<file path="config.mk">
export PLATFORM = sky130hd
export DESIGN_NAME = psum_readout
export DESIGN_NICKNAME = d
export VERILOG_FILES = /design/src/rtl/psum_pkg.sv /design/src/rtl/psum_readout_sat.sv /design/src/rtl/psum_readout.sv
export SDC_FILE = /design/constraint.sdc
export NUM_CORES = 1
export LEC_CHECK = 0
export BUFFER_PORTS_ARGS = -buffer_cell sky130_fd_sc_hd__buf_2
export CAP_MARGIN = 20
export CORE_MARGIN = 10
export CORE_UTILIZATION = 56
export CTS_BUF_LIST = sky130_fd_sc_hd__clkbuf_8
export CTS_CLUSTER_SIZE = 12
export DETAILED_ROUTE_END_ITERATION = 10
export PLACE_DENSITY = 0.8
export SETUP_SLACK_MARGIN = 0.1
export SLEW_MARGIN = 20
export SYNTH_ARGS = -nofsm -noshare
export SYNTH_HDL_FRONTEND = slang
export SYNTH_SLANG_ARGS = --single-unit
</file>
<file path="constraint.sdc">
create_clock -name clk -period 4.36 [get_ports clk]
set_input_delay 0.436 -clock clk [delete_from_list [all_inputs] [get_ports clk]]
set_output_delay 0.436 -clock clk [all_outputs]
set_load 0.005 [all_outputs]
</file>
<file path="src/rtl/psum_pkg.sv">
// Shared constants, mode encodings and FSM state type for the partial-sum readout.
package psum_pkg;

  localparam int SUM_W    = 8;
  localparam int RES_W    = 20;
  localparam int NCYC_INT = 8;

  localparam logic [2:0] MODE_FP16 = 3'b000;
  localparam logic [2:0] MODE_FP8  = 3'b001;

  typedef enum logic [1:0] {
    ST_IDLE  = 2'd0,
    ST_ACCUM = 2'd1,
    ST_DONE  = 2'd2
  } state_e;

  function automatic logic is_fp_mode(input logic [2:0] m);
    return (m == MODE_FP16) || (m == MODE_FP8);
  endfunction

endpackage

</file>
<file path="src/rtl/psum_readout_sat.sv">
// psum_sat: combinational clamp of a RES_W-bit signed value to the signed 16-bit range.
module psum_sat
  import psum_pkg::*;
(
  input  logic signed [RES_W-1:0] value_i,
  output logic signed [RES_W-1:0] value_o,
  output logic                    sat_o
);

  localparam logic signed [RES_W-1:0] SAT_MAX = RES_W'(32767);
  localparam logic signed [RES_W-1:0] SAT_MIN = RES_W'(-32768);

  always_comb begin
    value_o = value_i;
    sat_o   = 1'b0;
    if (value_i > SAT_MAX) begin
      value_o = SAT_MAX;
      sat_o   = 1'b1;
    end else if (value_i < SAT_MIN) begin
      value_o = SAT_MIN;
      sat_o   = 1'b1;
    end
  end

endmodule

</file>
<file path="src/rtl/psum_readout.sv">
// Reconstructs a dot product from pos/neg column counts (FP sign or INT bit-serial planes).
// Optional output clamping is enabled by defining PSUM_SAT_EN.
module psum_readout
  import psum_pkg::*;
(
  input  logic                    clk,
  input  logic                    rst_n,
  input  logic [2:0]              mode,
  input  logic                    start,
  input  logic                    in_valid,
  input  logic [SUM_W-1:0]        pos_sum,
  input  logic [SUM_W-1:0]        neg_sum,
  input  logic                    out_ready,
  output logic                    out_valid,
  output logic signed [RES_W-1:0] result,
  output logic                    sat,
  output logic                    busy
);

  localparam logic [2:0] K_LAST = 3'(NCYC_INT - 1);

  state_e                  state_q, state_d;
  logic [2:0]              mode_q, mode_d;
  logic [2:0]              k_q, k_d;
  logic signed [RES_W-1:0] acc_q, acc_d;
  logic signed [RES_W-1:0] result_q, result_d;
  logic                    sat_q, sat_d;

  logic signed [SUM_W:0]   diff;
  logic signed [RES_W-1:0] diff_ext;
  logic signed [RES_W-1:0] plane_term;
  logic signed [RES_W-1:0] acc_sum;
  logic signed [RES_W-1:0] final_res;
  logic                    final_sat;
  logic                    fp_mode;
  logic                    last_sample;

  assign diff       = $signed({1'b0, pos_sum}) - $signed({1'b0, neg_sum});
  assign diff_ext   = {{(RES_W - SUM_W - 1){diff[SUM_W]}}, diff};
  assign plane_term = diff_ext <<< k_q;
  assign fp_mode    = is_fp_mode(mode_q);
  assign last_sample = fp_mode || (k_q == K_LAST);

  // MSB plane carries negative weight in two's complement
  always_comb begin
    acc_sum = acc_q + plane_term;
    if (fp_mode) begin
      acc_sum = diff_ext;
    end else if (k_q == K_LAST) begin
      acc_sum = acc_q - plane_term;
    end
  end

`ifdef PSUM_SAT_EN
  psum_sat u_sat (
    .value_i (acc_sum),
    .value_o (final_res),
    .sat_o   (final_sat)
  );
`else
  assign final_res = acc_sum;
  assign final_sat = 1'b0;
`endif

  always_ff @(posedge clk or negedge rst_n) begin
    if (!rst_n) begin
      state_q  <= ST_IDLE;
      mode_q   <= MODE_FP16;
      k_q      <= '0;
      acc_q    <= '0;
      result_q <= '0;
      sat_q    <= 1'b0;
    end else begin
      state_q  <= state_d;
      mode_q   <= mode_d;
      k_q      <= k_d;
      acc_q    <= acc_d;
      result_q <= result_d;
      sat_q    <= sat_d;
    end
  end

  always_comb begin
    state_d  = state_q;
    mode_d   = mode_q;
    k_d      = k_q;
    acc_d    = acc_q;
    result_d = result_q;
    sat_d    = sat_q;
    unique case (state_q)
      ST_IDLE: begin
        if (start) begin
          state_d = ST_ACCUM;
          mode_d  = mode;
          acc_d   = '0;
          k_d     = '0;
        end
      end
      ST_ACCUM: begin
        if (in_valid) begin
          acc_d = acc_sum;
          k_d   = k_q + 3'd1;
          if (last_sample) begin
            state_d  = ST_DONE;
            result_d = final_res;
            sat_d    = final_sat;
          end
        end
      end
      ST_DONE: begin
        if (out_ready) state_d = ST_IDLE;
      end
      default: state_d = ST_IDLE;
    endcase
  end

  always_comb begin
    out_valid = (state_q == ST_DONE);
    busy      = (state_q != ST_IDLE);
    result    = result_q;
    sat       = sat_q;
  end

endmodule
</file>
==> implementation parameters <==
Parameter                              Value

Status
  Outcome    complete, but fails checks
  Failing checks    negative setup slack

Global routing
  GR Util All Layers    0.246
  Number of global-route vias before repair    5036
  GRT overflow    0
  Global-route wire length before repair    23900 µm
  Largest net degree at the start of global routing    48
  Number of antenna violations at the first check in global routing    0

Timing
  Maximum clock skew at final layout    16.8 ps
  Hold Violations, Final    0
  Finish-stage setup viols    16
  Worst path setup slack after routing    -668 ps
  Hold Slack    104 ps
  Shortest period the worst path allows    5030 ps
  Number of pins exceeding their max-slew limit in the final report    0
  Worst-Margin Slew    1130 ps
  Max frequency    199 MHz
  Setup repair after global routing missed its margin    true
  Final critical-path share of the clock period    1.15
  Worst slew margin relative to its limit    0.247

Drt
  Via Count    5026
  Post-DRT Antenna Nets    0
  Initial DRC count    333
  Total detailed-routing wirelength    15300 µm
  DR DRC count    0
  Number of iterations in the first detailed-routing pass    6
  Routed wire length per instance    18.6 µm
  Average vias per placed instance    6.08

Synthesis
  Number of synthesized flops with an enable pin    0
  Synth Area per Inst    8.19 µm²
  Number of storage elements in the synthesis netlist    47
  Syn nets    600
  Most frequently used flop master after synthesis    dfrtp_1
  Syn Inst Count    543
  Fraction of registers with async set/reset    1.00
  Area of the mapped netlist    4450 µm²
  Yosys synthesis warning count    0
  Cell variety after synth    81
  Fraction of the yosys area taken by sequential cells    0.264

Worst setup path
  Critical register-to-register path endpoint    result[18]
  Slowest stage delay, CP    430 ps
  Kind of critical path    in2reg
  Register-to-Register Path Depth    18
  Critical path, cell by cell    buf_8 > inv_12 > ha_4 > inv_2 > fa_2 > a211o_1 > a311oi_2 > a21oi_2 > o31ai_4 > mux2i_2 > or3_4 > a211oi_4 > nor2_1 > xor2_1 > ha_1 > nand2_2 > a211oi_2 > o311a_1 > o21a_1 > o21a_1 > or3_1 > a31o_1 > mux2_4
  Number of gates on the worst path with buffers counted    23
  Critical register-to-register path startpoint    k_q[0]
  Minimum setup slack among reg-to-reg paths    -360 ps
  Kind of cell with the highest combined delay on the critical path    compound AO/OA/AOI/OAI gates
  Worst Setup EP    result[18]
  Data arrival at the endpoint of the critical path    5230 ps
  Critical path startpoint category    input port
  Max Fanout on Critical Path    3
  Critical Path Slowest Stage Cell    or3_4
  Worst path most repeated cell    o21a_1
  Number of buffer and inverter instances along the worst setup path    3
  Kind of end point of the critical path    flip-flop
  Required arrival time at the worst endpoint    4560 ps
  Launching instance or port of the critical path    pos_sum[0]

CTS
  Cts hold-fix bufs    0
  Clock sink count    47
  CTS buffer count    5
  Cell at the root of the clock tree    clkbuf_8
  Clock tree from TritonCTS    yes
  Clock insertion delay at the later pin of the skew report    320 ps
  H-tree lvl count    2
  Clock transition at the registers of the reported paths    110 ps
  Maximum count of clock buffers along a single path    2

Cells and area
  Filler Cells Inserted    505
  Most frequent standard cell in the layout excluding fill and tap cells    buf_4
  Share of layout cells above drive strength 1    0.431
  Growth of design area from synthesis to finish    42.0%
  Top library cells by usage in the layout, fill and taps aside    151 x buf_4, 55 x nor2_1, 50 x nand2_1
  Filler-free cell count of the finished design    826
  Design area    6320 µm²
  Antenna cells    0
  Final net count    780

Placed design
  Cell Count Post-Placement    802
  Routability Congestion    1.00
  Placed cell area    5760 µm²
  HPWL after detailed placement    11300 µm
  I/O Buffers    44

Power
  Power density normalized to cell area    1020 nW/µm²
  Lkg Pwr    2.98 nW
  Total chip power    0.00641 W
  Peak supply drop    0.000752 V

Floorplan
  Area of the core region    7730 µm²
  Number of top-level design ports    47
  Die outline width    109 µm
  Die Y-Extent    109 µm
  Effective utilization at floorplan    0.575
  Std-Cell Rows    32
  DIE AREA    11900 µm²

Min path
  Hold WC Path Type    in2async

Flow run
  Max-capacitance violation count    0
[timing repair]
action / 4_1_cts / 5_1_grt
resized for setup: 33 / 39
pin swaps: 30 / 28
setup endpoints to repair: 18 / 26
gates cloned: 0 / 0
setup buffers: 11 / 8
[per-layer routing]
layer | GRT usage | wire length (µm) | part of all wire
met1 | 0.285 | 5990 | 0.39
met2 | 0.430 | 7590 | 0.49
met3 | 0.0389 | 1070 | 0.070
met4 | 0.121 | 670 | 0.044
met5 | 0 | 0 | 0
[layout make-up]
type | count | area (µm²) | area share
Sequential cell | 47 | 1180 | 0.186
Timing Repair Buffer | 197 | 1390 | 0.220
Clock inverter | 3 | 46.3 | 0.00733
Inverter | 25 | 106 | 0.0168
Clock buffer | 5 | 68.8 | 0.0109
Tap cell | 102 | 128 | 0.0202
Multi-Input combinational cell | 447 | 3400 | 0.538
[kinds of logic after synthesis]
logic type / after synthesis / share of synthesized area
multiplexers: 15 / 0.0355
AND/OR/NAND/NOR: 179 / 0.196
other: 1 / 0.000843
adder cells (fa/ha/maj): 33 / 0.0962
AO/OA/AOI/OAI: 192 / 0.295
flip-flops: 47 / 0.264
XOR/XNOR: 27 / 0.0532
buffers and inverters: 49 / 0.0588
[per-stage QoR]
| stage | worst slack (ps) | util | setup TNS [ps] |
|---|---|---|---|
| after floorplan | -572 | - | -2590 |
| after global placement | -846 | 0.745 | -9710 |
| after detailed placement | -973 | 0.745 | -11650 |
| after CTS | -540 | 0.788 | -3010 |
| after global routing | -874 | 0.817 | -8100 |
| final | -668 | 0.817 | -4920 |
[where the power goes]
group / total [W] / internal, W / switching (W)
registers: 0.000812 / 0.000647 / 0.000165
clock network: 0.000348 / 0.000173 / 0.000175
logic: 0.00525 / 0.00253 / 0.00273
[worst min path at each step]
stage	startpoint	end	slack [ps]
6_report	rst_n	result[4]	100
5_1_grt	rst_n	result[4]	150
4_1_cts	out_ready	state_q[1]	290
3_5_place_dp	result[19]	result[19]	460
3_3_place_gp	result[4]	result[4]	460
2_1_floorplan	rst_n	acc_q[0]	140
[registers in the layout (all words and copies together), names as in the netlist]
register,flops
result,20
state_q,2
k_q,3
mode_q,2
acc_q,20
[cells in the mapped netlist, types with 7 or more instances]
library cell / number / share of area
o21ai_0: 46 / 0.052
nor3_1: 13 / 0.015
xnor2_1: 15 / 0.030
nand2_1: 55 / 0.046
nand3_1: 7 / 0.0079
mux2i_1: 9 / 0.020
dfrtp_1: 47 / 0.26
a21oi_1: 49 / 0.055
nand2b_1: 10 / 0.014
ha_1: 31 / 0.087
o21a_1: 10 / 0.017
clkbuf_1: 13 / 0.011
inv_1: 24 / 0.020
or3_1: 7 / 0.0098
a31oi_1: 8 / 0.011
nor2_1: 56 / 0.047
xor2_1: 12 / 0.024
Power figures use the tool's default switching activity.
